## src/rtl/fetch_r32i.sv

```systemverilog
// rtl/fetch_r32i.sv - RV32I instruction fetch unit with in-order response buffer
//
// Purpose: accepts fetch addresses from the PC, issues word reads to instruction
// memory, buffers returned words in request order and presents {addr, instr} to
// decode over a valid/ready handshake. Flush discards buffered and in-flight work.
//
// Ports:
//   clock, nReset                    clock, async active-low reset
//   ProgAddr, AddrValid, AddrReady   fetch request from PC (AddrReady = accepted)
//   Flush                            branch taken, drop everything outstanding
//   MemReq, MemAddr, MemGnt          memory read request / grant
//   MemRValid, MemRData              in-order read response
//   InstrValid, InstrReady           handshake to decode
//   Instr, InstrAddr, MisalignErr    head entry contents
module fetch_r32i #(
  parameter int dataW = 32,
  parameter int DEPTH = 2
) (
  input  logic             clock,
  input  logic             nReset,
  input  logic [dataW-1:0] ProgAddr,
  input  logic             AddrValid,
  output logic             AddrReady,
  input  logic             Flush,
  output logic             MemReq,
  output logic [dataW-1:0] MemAddr,
  input  logic             MemGnt,
  input  logic             MemRValid,
  input  logic [dataW-1:0] MemRData,
  output logic             InstrValid,
  input  logic             InstrReady,
  output logic [dataW-1:0] Instr,
  output logic [dataW-1:0] InstrAddr,
  output logic             MisalignErr
);

  localparam int PW = $clog2(DEPTH);
  localparam int CW = $clog2(DEPTH) + 1;
  localparam logic [dataW-1:0] NOP = dataW'(32'h0000_0013);

  logic [dataW-1:0] addr_q [DEPTH];
  logic [dataW-1:0] data_q [DEPTH];
  logic [DEPTH-1:0] vld_q;
  logic [DEPTH-1:0] done_q;
  logic [DEPTH-1:0] err_q;
  logic [PW-1:0]    head_q;
  logic [PW-1:0]    tail_q;
  logic [CW-1:0]    drop_q;

  logic [CW-1:0]    count;
  logic [CW-1:0]    pend_cnt;
  logic [PW-1:0]    pend_idx;
  logic [PW-1:0]    idx;
  logic             have_pend;
  logic [CW:0]      used;
  logic             room;
  logic             aligned;
  logic             req_ok;
  logic             alloc;
  logic             pop;
  logic             resp_drop;
  logic             resp_fill;

  // Occupancy and the oldest entry still waiting on memory. Valid entries are
  // contiguous from head, so the first pending one found walking from head is
  // the one the next in-order response belongs to.
  always_comb begin
    count     = '0;
    pend_cnt  = '0;
    pend_idx  = head_q;
    idx       = head_q;
    have_pend = 1'b0;
    for (int i = 0; i < DEPTH; i++) begin
      if (vld_q[i]) count = count + CW'(1);
      if (vld_q[i] && !done_q[i]) pend_cnt = pend_cnt + CW'(1);
    end
    for (int i = 0; i < DEPTH; i++) begin
      idx = head_q + PW'(i);
      if (!have_pend && vld_q[idx] && !done_q[idx]) begin
        have_pend = 1'b1;
        pend_idx  = idx;
      end
    end
  end

  // Responses still owed for flushed entries hold their credit until they return.
  assign used    = {1'b0, count} + {1'b0, drop_q};
  assign room    = used < (CW+1)'(DEPTH);
  assign aligned = (ProgAddr[1:0] == 2'b00);
  assign req_ok  = nReset && AddrValid && room && !Flush;

  assign MemReq    = req_ok && aligned;
  assign MemAddr   = MemReq ? ProgAddr : '0;
  assign AddrReady = req_ok && (!aligned || MemGnt);

  assign InstrValid  = vld_q[head_q] && done_q[head_q];
  assign Instr       = data_q[head_q];
  assign InstrAddr   = addr_q[head_q];
  assign MisalignErr = InstrValid && err_q[head_q];

  assign alloc     = AddrReady;
  assign pop       = InstrValid && InstrReady && !Flush;
  assign resp_drop = MemRValid && (drop_q != '0);
  assign resp_fill = MemRValid && (drop_q == '0) && have_pend;

  always_ff @(posedge clock or negedge nReset) begin
    if (!nReset) begin
      vld_q  <= '0;
      done_q <= '0;
      err_q  <= '0;
      head_q <= '0;
      tail_q <= '0;
      drop_q <= '0;
      for (int i = 0; i < DEPTH; i++) begin
        addr_q[i] <= '0;
        data_q[i] <= '0;
      end
    end else if (Flush) begin
      // A response landing this cycle is charged against the pre-flush state:
      // either it retires an old drop or it fills an entry about to vanish.
      vld_q  <= '0;
      done_q <= '0;
      head_q <= '0;
      tail_q <= '0;
      drop_q <= drop_q + pend_cnt - CW'(resp_drop) - CW'(resp_fill);
    end else begin
      if (resp_drop) drop_q <= drop_q - CW'(1);
      if (resp_fill) begin
        data_q[pend_idx] <= MemRData;
        done_q[pend_idx] <= 1'b1;
      end
      if (alloc) begin
        vld_q[tail_q]  <= 1'b1;
        done_q[tail_q] <= !aligned;
        err_q[tail_q]  <= !aligned;
        addr_q[tail_q] <= ProgAddr;
        if (!aligned) data_q[tail_q] <= NOP;
        tail_q <= tail_q + PW'(1);
      end
      if (pop) begin
        vld_q[head_q] <= 1'b0;
        head_q        <= head_q + PW'(1);
      end
    end
  end

endmodule

```

## config.mk

```make
export PLATFORM = sky130hd
export DESIGN_NAME = fetch_r32i
export DESIGN_NICKNAME = d
export VERILOG_FILES = /design/src/rtl/fetch_r32i.sv
export SDC_FILE = /design/constraint.sdc
export NUM_CORES = 1
export LEC_CHECK = 0
export CORE_MARGIN = 2
export CORE_UTILIZATION = 35
export CTS_CLUSTER_SIZE = 30
export DETAILED_ROUTE_END_ITERATION = 6
export PLACE_DENSITY = 0.7
export SYNTH_ARGS = -nofsm -noshare
export SYNTH_HDL_FRONTEND = slang
export SYNTH_SLANG_ARGS = --single-unit
```

## constraint.sdc

```tcl
create_clock -name clock -period 3.4 [get_ports clock]
set_input_delay 0.85 -clock clock [delete_from_list [all_inputs] [get_ports clock]]
set_output_delay 0.85 -clock clock [all_outputs]
set_load 0.005 [all_outputs]
```

; After elaboration in Yosys (flattened, before gate mapping)
; Index checks and enable logic that the tools add are counted.
[totals]
regBits = 138
[classes]
add_sub_neg = 9
n_lt_le_gt_ge = 13
n_mux = 56
bitwise = 11
reduce_logical = 37
[ops]
columns = cell, n
row1 = 2-to-1 mux 32 bit, 9
row2 = 2-to-1 mux 64 bit, 4
row3 = bitwise mux 64 bit, 2
row4 = demux 32 bit (select 1 bit), 2
row5 = bitwise AND 58 bit, 1
row6 = inverter 58 bit, 1
row7 = 2-to-1 mux 2 bit, 12
row8 = logical AND 1 bit, 22
row9 = 2-to-1 mux 1 bit, 22
row10 = < comparator 1 x 2 -> 1 bit (second input constant), 4
row11 = nonzero test 2 bit, 4
row12 = logical NOT 1 bit, 7
row13 = >= comparator 2 bit (second input constant), 3
row14 = inverter 1 -> 2 bit, 3
row15 = OR 6 bit, 1
row16 = adder 2 x 1 -> 2 bit (second input constant), 2
row17 = bitwise mux 2 bit, 2
row18 = logical NOT 2 bit, 2
row19 = < comparator 2 x 1 -> 1 bit (second input constant), 2
row20 = OR 2 bit, 2
row21 = subtractor 2 x 1 -> 2 bit, 2
row22 = adder 2 x 2 -> 3 bit, 1
row23 = demux 1 bit (select 1 bit), 3
row24 = >= comparator 1 bit (second input constant), 3
row25 = other kinds (9), 10

; Depth between registers and ports, before layout
[logic_depth]
depth_word = 20
depth_mapped = 10
depth_no_buf = 10

; Worst setup path before layout
; No wires, ideal clock.
[synth_timing]
path_type = reg2out
from = register vld_q[0]
to = output MemAddr[22]
arrival_ps = 2338
t_required_ps = 2550
slack_ps = 212
path_stages_with_launch = 9
cell_sequence = dfrtp_1 ha_1 and2_1 fa_1 nand4bb_4 buf_6 nor3_1 clkbuf_1 and2_1
[synth_between]
elab_chain_len = 9
[synth_lines]
columns = item, line
row1 = "start, declared", 43  ; logic [DEPTH-1:0] vld_q;
row2 = "start signal, assigned", 108  ; vld_q <= '0;
row3 = "start signal, assigned", 121  ; vld_q <= '0;
row4 = "start signal, assigned by index", 133  ; vld_q[tail_q] <= 1'b1;
row5 = 2-to-1 mux 1 bit (*), 74  ; if (vld_q[i]) count = count + CW'(1);
row6 = adder 2 x 1 -> 2 bit, 74
row7 = 2-to-1 mux 2 bit (*), 74
row8 = adder 2 x 2 -> 3 bit (*), 87  ; assign used = {1'b0, count} + {1'b0, drop_q};
row9 = < comparator 3 x 2 -> 1 bit (*), 88  ; assign room = used < (CW+1)'(DEPTH);
row10 = logical AND 1 bit (*) (2 in a row), 90  ; assign req_ok = nReset && AddrValid && room && !Flush;
row11 = logical AND 1 bit (*), 92  ; assign MemReq = req_ok && aligned;
row12 = via MemReq, 25  ; output logic MemReq,
row13 = 2-to-1 mux 32 bit (*), 93  ; assign MemAddr = MemReq ? ProgAddr : '0;
row14 = "end, declared", 26  ; output logic [dataW-1:0] MemAddr,
; The timed path passes the listed nets; every way through them passes the cells marked *.

; Worst setup path in the final report
[layout_timing]
from = register vld_q[0]
to = output MemAddr[31]
[layout_between]
elab_chain_len = 9
[layout_lines]
columns = item, line
row1 = 2-to-1 mux 1 bit (*), 74
row2 = adder 2 x 1 -> 2 bit, 74
row3 = 2-to-1 mux 2 bit (*), 74
row4 = adder 2 x 2 -> 3 bit (*), 87
row5 = < comparator 3 x 2 -> 1 bit (*), 88
row6 = logical AND 1 bit (*) (2 in a row), 90
row7 = logical AND 1 bit (*), 92
row8 = 2-to-1 mux 32 bit (*), 93
; Every way passes the cells marked *; elsewhere a longest branch is shown, timed or not.

==> flow_summary.yaml <==
status:
  outcome: "finished, violations left"
  violations: "setup timing"
die:
  die_y_um: 145
  core_area_um2: 19500
  io-pin-count: 171
  num_rows: 51
  die-width_um: 145
  die_area_um2: 21100
  initial_core_util: 0.358
grt:
  grt_pass1_vias: 5338
  grt_pass1_wl_mm: 29.1
  grt_use_total: 0.172
  grt_max_degree: 74
  overflow: 0
  antenna_found_initial: 0
timing:
  fin_crit_sh: 1.04
  fin_skew_ps: 8.79
  hold_viol: 0
  min_period_ps: 3540
  hold_ws_ps: 488
  fmax_mhz: 283
  tightest_slew_ps: 905
  rsz0062_at_grt: "true"
  drv_slew: 0
  setup_viol: 30
  fin_ws_ps: -139
  setup_tns_ps: -2620
  slew_headroom: 0.397
worst_setup_path:
  crit_type: "flip-flop to output pin"
  crit_path_start_kind: "flip-flop"
  worstPathArrival_ps: 2690
  slowest_stage: "fa_1"
  reg2reg_to: "addr_q[41]"
  crit_top_cell: "buf_6"
  end_kind: "output pin"
  crit_fanout: 5
  required_ps: 2550
  critical_path.cell_chain: "ha_1, and2_4, fa_1, nand4bb_4, nor3_4, buf_6, buf_6, buf_6, and2_4, buf_6"
  reg2reg_slack_ps: 300
  r2r_cells: 8
  r2r-start: "vld_q[0]"
  critical_path.max_stage_delay_ps: 440
synthesis:
  synth_most_common_cell: "dfrtp_1"
  synthAdderAreaFrac: 0.0158
  ys_seq_elements: 138
  synth_top_family_by_area: "multiplexers"
  synth_xor_area_frac: 0.00501
  yosys_warnings: 0
  post-synth-top-area-fraction: 0.494
  synthCells: 546
  synth_area_leaders: "dfrtp_1, mux2_4, mux2_2"
  async_flop_share: 1.00
  synthFlopType: "dfrtp_1"
  ys_types: 41
  synth_common_cells: "dfrtp_1, mux2_2, a32o_1"
  netlist_area_um2: 6990
  yosysSeqAreaShare: 0.494
  synthMuxAreaShare: 0.236
  synth.avg_cell_area_um2: 12.8
  synth-simple-area-share: 0.0777
  synth_compound_area_frac: 0.109
  yosys.area.top_type: "dfrtp_1"
  synth_edf_count: 0
clocking:
  clock_latency_ps: 410
  clockBufferDepth: 2
  h-tree-depth: 4
  cts_root_buf: "clkbuf_16"
  clk_pin_slew_worst_paths_ps: 60
  cts_sinks: 138
  cts_made_buffers: 17
  cts_tree: "done"
cells_and_area:
  seq_area_um2: 3460
  diodes: 0
  multi_input_area_um2: 3170
  drive_gt1_frac: 0.348
  nets: 797
  area_growth_pct: 38.0
  fillCellCount: 1761
power_and_ir_drop:
  net-switching-power_w: 0.00159
  pwr-share-seq: 0.386
  p_sw_frac: 0.262
  power_density_nw_per_um2: 630
  internal_power_w: 0.00448
  clockPowerShare: 0.296
  power_frac_comb: 0.318
  power_w: 0.00608
  leakage_nw: 4.54
  ir_drop_v: 0.000367
run:
  max_cap_viol_count: 0
min_path:
  whs_endpoint: "err_q[0]"
  hold_path_depth: 1
  worstHoldStart: "err_q[0]"
  hold_class: "flip-flop to flip-flop"
drt:
  remaining_drc_errors: 0
  drtIter0Drc: 335
  num_vias: 5042
  routed_wl_mm: 17.7
  ant_nets: 0
  routed_via_density: 5.06
  routedWlPerCell_um: 17.8
  first_pass_iters: 4
place:
  io_buffer_count: 168
  dpl.hpwl_mm: 11.3
  gp_congestion: 0.786
worst max path at each step:
stage | from | end | slack, ps | depth (start not counted)
after detailed placement | ProgAddr[0] | MemAddr[31] | -130 | 6
after CTS | vld_q[1] | MemAddr[12] | -120 | 9
after global placement | ProgAddr[0] | MemAddr[19] | -110 | 6
final | vld_q[0] | MemAddr[31] | -140 | 10
after global routing | vld_q[0] | MemAddr[31] | -250 | 10
after floorplan | vld_q[0] | MemAddr[22] | 210 | 8
layer usage:
metal  part of all wire  GRT usage
met1               0.45      0.228
met2               0.49      0.290
met3              0.042     0.0318
met4              0.013     0.0485
met5                  0          0
stage by stage:
step                 util  instance area (um^2)  std cells  setup WS (ps)
detailed placement  0.459                  8950        958           -133
global placement    0.459                  8950        958           -111
global route        0.494                  9650        997           -248
floorplan               -                  6990        547            212
finish              0.494                  9650        997           -139
CTS                 0.492                  9610        998           -117
power by group through the flow:
stage          combinational, W  clock [W]  sequential, W
2_1_floorplan           0.00113          0        0.00229
3_3_place_gp            0.00192          0        0.00235
3_5_place_dp            0.00194          0        0.00236
4_1_cts                 0.00196    0.00184        0.00235
5_1_grt                 0.00209    0.00192        0.00240
6_report                0.00193    0.00180        0.00234
cell usage in the layout, fill, tap and decap left out, types with 3 or more instances in the layout:
| cell | count |
|---|---|
| mux2_2 | 72 |
| clkdlybuf4s50_1 | 135 |
| xnor2_1 | 3 |
| a31oi_1 | 3 |
| mux2_4 | 55 |
| buf_6 | 29 |
| clkinv_2 | 3 |
| o21ai_0 | 7 |
| clkinv_4 | 3 |
| inv_6 | 3 |
| ha_1 | 4 |
| buf_12 | 3 |
| a32o_1 | 58 |
| dfrtp_1 | 137 |
| and2_1 | 14 |
| a32oi_1 | 6 |
| buf_4 | 18 |
| clkbuf_16 | 17 |
| a211oi_1 | 4 |
| clkbuf_8 | 3 |
| buf_2 | 12 |
| nand2_1 | 6 |
| inv_1 | 41 |
| nor2_1 | 34 |
| fa_1 | 3 |
| or3_2 | 3 |
| and2_4 | 19 |
critical path: cells and delay by family (launching register included):
family / cells / cell delay, ps
adders and majority gates: 2 / 730
buffers and inverters: 4 / 420
and+or+nand+nor: 4 / 770
DFF: 1 / 370
area by class of cell:
class / instances / share of cell area
timing repair buffer: 199 / 0.203
clock inverter: 12 / 0.0117
tap: 265 / 0.0344
multi-input combinational: 322 / 0.329
inverter: 41 / 0.0160
sequential: 138 / 0.358
clock buffer: 20 / 0.0484
kinds of logic (layout without fill, tap and decap cells):
group,count (synthesis),in the layout
adders and majority gates,7,7
and+or+nand+nor,98,98
xor gates and xnor gates,4,4
other,1,2
buffers and inverters,87,272
DFF,138,138
muxes,128,128
AOI/OAI and AO/OA,83,83
repair_timing:
action | in CTS | in global routing
hold buffers | 0 | 0
pin swaps | 12 | 3
setup buffers | 5 | 2
endpoints found under the setup margin | 32 | 32
cloned | 3 | 0
gates resized for setup | 161 | 18
state kept, by name (all words and copies together), names as in the netlist:
signal and flops:
head_q 1, addr_q 64, tail_q 1, drop_q 2, err_q 2, done_q 2
data_q 64, vld_q 2
Power figures use the tool's default switching activity.
